### config.mk
export PLATFORM = sky130hd
export DESIGN_NAME = fetch_unit
export DESIGN_NICKNAME = d
export VERILOG_FILES = /design/src/rtl/fetch_unit.sv
export SDC_FILE = /design/constraint.sdc
export NUM_CORES = 1
export LEC_CHECK = 0
export CAP_MARGIN = 10
export CELL_PAD_IN_SITES_DETAIL_PLACEMENT = 0
export CELL_PAD_IN_SITES_GLOBAL_PLACEMENT = 1
export CORE_UTILIZATION = 29
export CTS_BUF_LIST = sky130_fd_sc_hd__clkbuf_4 sky130_fd_sc_hd__clkbuf_8
export DETAILED_ROUTE_END_ITERATION = 12
export GPL_ROUTABILITY_DRIVEN = 1
export PLACE_DENSITY_LB_ADDON = 0.1
export SETUP_SLACK_MARGIN = 0.2
export SLEW_MARGIN = 20
export SYNTH_ARGS = -nofsm -noshare
export SYNTH_HDL_FRONTEND = slang
export SYNTH_SLANG_ARGS = --single-unit
### constraint.sdc
create_clock -name clk -period 3.17 [get_ports clk]
set_input_delay 0.4755 -clock clk [delete_from_list [all_inputs] [get_ports clk]]
set_output_delay 0.4755 -clock clk [all_outputs]
set_load 0.05 [all_outputs]
### src/rtl/fetch_unit.sv
// Instruction-fetch stage: drives the req/ready handshake to instruction memory,
// presents the fetched word with PC+4 and tells the PC register when to advance.
module fetch_unit #(
    parameter logic [31:0] RESET_PC = 32'h0000_0000,
    parameter int unsigned MAX_WAIT = 15
) (
    input  logic        clk,
    input  logic        reset,
    input  logic [31:0] pc_in,
    input  logic        stall,
    input  logic        branch_taken,
    input  logic [31:0] branch_target,
    input  logic        mem_ready,
    input  logic [31:0] mem_rdata,
    output logic        mem_req,
    output logic [31:0] mem_addr,
    output logic [31:0] instr_out,
    output logic [31:0] pc_plus4_out,
    output logic        valid_out,
    output logic        pc_enable,
    output logic [31:0] next_pc,
    output logic        mem_error
);

    localparam logic [3:0] WAIT_LIMIT = 4'(MAX_WAIT);

    typedef enum logic [1:0] {S_REQ, S_WAIT, S_HOLD} state_t;

    state_t      state_q, state_d;
    logic [31:0] pc_q, pc_d;
    logic [31:0] instr_q, instr_d;
    logic [31:0] pc4_q, pc4_d;
    logic        valid_q, valid_d;
    logic        squash_q, squash_d;
    logic [3:0]  wait_cnt_q, wait_cnt_d;
    logic        err_q, err_d;
    logic [31:0] pc_plus4;

    assign pc_plus4 = pc_q + 32'd4;

    always_ff @(posedge clk or posedge reset) begin
        if (reset) begin
            state_q    <= S_REQ;
            pc_q       <= RESET_PC;
            instr_q    <= '0;
            pc4_q      <= '0;
            valid_q    <= 1'b0;
            squash_q   <= 1'b0;
            wait_cnt_q <= '0;
            err_q      <= 1'b0;
        end else begin
            state_q    <= state_d;
            pc_q       <= pc_d;
            instr_q    <= instr_d;
            pc4_q      <= pc4_d;
            valid_q    <= valid_d;
            squash_q   <= squash_d;
            wait_cnt_q <= wait_cnt_d;
            err_q      <= err_d;
        end
    end

    always_comb begin
        state_d    = state_q;
        pc_d       = pc_q;
        instr_d    = instr_q;
        pc4_d      = pc4_q;
        valid_d    = valid_q;
        squash_d   = squash_q;
        wait_cnt_d = wait_cnt_q;
        err_d      = err_q;
        case (state_q)
            S_REQ: begin
                pc_d    = pc_in;
                state_d = S_WAIT;
                // A redirect here means the request just issued targets the old path.
                if (branch_taken) squash_d = 1'b1;
            end
            S_WAIT: begin
                if (wait_cnt_q != WAIT_LIMIT) wait_cnt_d = wait_cnt_q + 4'd1;
                if (wait_cnt_d == WAIT_LIMIT) err_d = 1'b1;
                if (branch_taken) begin
                    if (mem_ready) begin
                        squash_d = 1'b0;
                        state_d  = S_REQ;
                    end else begin
                        squash_d = 1'b1;
                    end
                end else if (mem_ready) begin
                    if (squash_q) begin
                        squash_d = 1'b0;
                        state_d  = S_REQ;
                    end else begin
                        instr_d = mem_rdata;
                        pc4_d   = pc_plus4;
                        valid_d = 1'b1;
                        state_d = S_HOLD;
                    end
                end
            end
            S_HOLD: begin
                if (branch_taken || !stall) begin
                    valid_d = 1'b0;
                    state_d = S_REQ;
                end
            end
            default: state_d = S_REQ;
        endcase
        if (branch_taken) valid_d = 1'b0;
        if (state_d == S_REQ) wait_cnt_d = '0;
    end

    assign mem_req      = !reset && (state_q != S_HOLD);
    assign mem_addr     = pc_q;
    assign instr_out    = instr_q;
    assign pc_plus4_out = pc4_q;
    assign valid_out    = valid_q;
    assign pc_enable    = !reset && (branch_taken || (state_q == S_HOLD && !stall));
    assign next_pc      = branch_taken ? branch_target : pc_plus4;
    assign mem_error    = err_q;

endmodule

==> flow_summary.ini <==
[yosys]
synth_cells = 409
post_synth_num_cell_types = 37
syn_avg_cell_area_um2 = 12.0
ys_seq_elements = 105
yosysWarnings = 0
synth_area_mm2 = 0.00489
synth_top_area_share_pct = 53.7
yosys-top-cells-area = dfrtp_1 (54%), mux2_2 (21%), xnor2_1 (3.0%)
yosysSeqAreaShare_pct = 53.7
synth_top_area_cell = dfrtp_1
ys.flop_type = dfrtp_1
synth_edf_count = 0
synth_fp_nets = 512
synthArstFlopShare_pct = 100

[detailed_routing]
wl_met2_um = 7220
drc = 0
met3_length_um = 857
top_layer = met4
first_pass_iters = 5
vias_per_cell = 4.66
wl_um = 14600
routedWlPerCell_um = 16.8
dr_total_vias = 4061
antenna_left = 0
drt_iter0_drc = 70
wl_met1_um = 6330

[cts]
cts_tree = yes
root_buffer = clkbuf_8
numClockSinks = 105
clkSlewWorstSetupHoldPaths_ns = 0.11
cts_buffers = 9
clk_path_buf_depth = 2
h-tree-depth = 3
hold_buffers = 0
clk_latency_ns = 0.38

[worst_setup_path]
start_kind = register
r2r_end = pc_plus4_out[27]$_DFFE_PP0P_
worst-setup-path-type = reg -> out
cpMaxStageDelayCell = or3b_4
rr_startpoint = state_q[0]$_DFF_PP0_
rr_worst_depth = 4
startpoint = mem_addr[2]$_DFFE_PP0P_
endpoint_kind = output pin
crit_required_ns = 2.69
arrival_ns = 2.44
slowest_delay_ns = 0.51
critPathMaxFanout = 5
rrSetupSlack_ns = 0.92
path_cells = nand4_1 -> or3b_4 -> nor3_1 -> xor2_1 -> mux2_2 -> buf_4

[pwr]
p_per_area_mw_per_mm2 = 955
p_leak_nw = 3.23
peakVddDrop_mv = 0.482

[sta]
rsz0062_at_grt = yes
setup_tns_ns = 0
fin_crit_sh_pct = 91.9
final_hold_viol_count = 0
fin_hold_ws_ns = 0.487
tightest_slew_ns = 0.744
drv_slew = 0
setup_viol = 0
clock_skew_ns = 0.0103
fmax_mhz = 343
slew_headroom_pct = 50.3
period_minus_slack_ns = 2.91

[global_route]
antenna_found_initial = 0
grt_pass1_wl_um = 23100
grt_usage_pct = 17.0
grt_overflow = 0
grt_pass1_vias = 4204
grt_max_degree = 45

[outcome]
status = finished, final reports clean

[floorplanning]
io_pins = 233
die_area_mm2 = 0.0174
rows = 47
floorplan.initialDensity_pct = 29.6
die_x_um = 132
core_mm2 = 0.0165
die_y_um = 132

[placement]
dp_hpwl_um = 10900
port-buffer-count = 232
gp_congestion = 0.771

[flow_run]
drv_cap = 0

[final_layout]
n_fill_cell = 1506
layout-drive-gt1-share_pct = 27.5
area_growth_pct = 62.2
final_common_cell = clkdlybuf4s50_1
fin_nets = 750
diodes = 0
final_cell_mix = clkdlybuf4s50_1 (204), dfrtp_1 (99), mux2_2 (92)

[worst_hold_path]
hold_end = pc_plus4_out[13]$_DFFE_PP0P_
min_delay_path_depth = 2
min_path_type = reg -> reg
hp-start = pc_plus4_out[13]$_DFFE_PP0P_
-- worst max path at each step --
stage                   to  slack (ns)  cells after the start
6_report       next_pc[23]        0.26                      6
5_1_grt        next_pc[23]        0.15                      6
4_1_cts        next_pc[23]        0.23                      6
3_5_place_dp    next_pc[3]        0.30                      3
3_3_place_gp    next_pc[3]        0.32                      3
2_1_floorplan  next_pc[18]        0.21                      6
-- what timing repair did --
action	4_1_cts	5_1_grt
gates resized for setup	11	7
endpoints found under the setup margin	19	11
cloned	1	0
pin swaps	3	4
setup buffers	4	3
-- power by group --
| part | switching, W | internal [W] |
|---|---|---|
| Sequential | 0.000398 | 0.00186 |
| Clock | 0.000501 | 0.000300 |
| Combinational | 0.00286 | 0.00167 |
| Total | 0.00375 | 0.00383 |
-- state kept, by name (all words and copies together) (netlist names) --
name          flops
instr_out        32
mem_addr         32
mem_error         1
pc_plus4_out     32
squash_q          1
state_q           2
valid_out         1
wait_cnt_q        4
-- cells by family after synthesis --
family                     Yosys count  synth area share [%]
muxes                               94                  21.6
AOI/OAI and AO/OA                   46                  4.96
adders and majority gates            2                 0.511
DFF                                105                  53.7
xor gates and xnor gates            30                  5.37
buffers and inverters               28                  2.71
and+or+nand+nor                    104                  11.1
-- synthesized netlist by cell type (2+ instances only) --
master and count:
nor3_1 8, buf_4 2, ha_1 2, mux2_2 93, nor2_1 26, buf_6 2
a21oi_1 21, buf_2 4, dfrtp_1 105, and3_1 3, nor4_1 3, xnor2_1 17
inv_1 6, clkbuf_1 12, xor2_1 13, and4_1 6, o21ai_0 20, nand4_1 7
nand2_1 31, nand3_1 11
-- metal layers --
layer  vias to the layer above  track usage, %
met3                        13            4.08
met5                         -               0
met2                       160            29.8
met1                      1965            20.6
li1                       1923               -
met4                         0            5.30
-- through the flow --
stage,setup slack [ns],std cells,utilization [%],total power (W),area (µm²)
final,0.258,872,48.0,0.00758,7940
after global routing,0.147,872,48.0,0.00794,7940
after CTS,0.229,869,47.8,0.00765,7900
after detailed placement,0.304,848,46.1,0.00679,7630
after global placement,0.325,848,46.1,0.00675,7630
after floorplan,0.205,409,-,0.00508,4900
-- critical path: cells and delay by family (launching register included) --
| family | cells | cell delay, ns |
|---|---|---|
| AND/OR/NAND/NOR | 3 | 0.96 |
| buffers and inverters | 1 | 0.19 |
| XOR/XNOR | 1 | 0.28 |
| multiplexers | 1 | 0.22 |
| flip-flops | 1 | 0.41 |
-- final cells by class --
type,count,area [µm²],area share (%)
Clock buffer,9,124,1.56
Timing Repair Buffer,247,2590,32.7
Tap cell,220,275,3.47
Inverter,7,30.0,0.378
Sequential cell,105,2640,33.2
Clock inverter,7,62.6,0.788
Multi-Input combinational cell,277,2220,27.9
(Power assumes the default switching activity.)
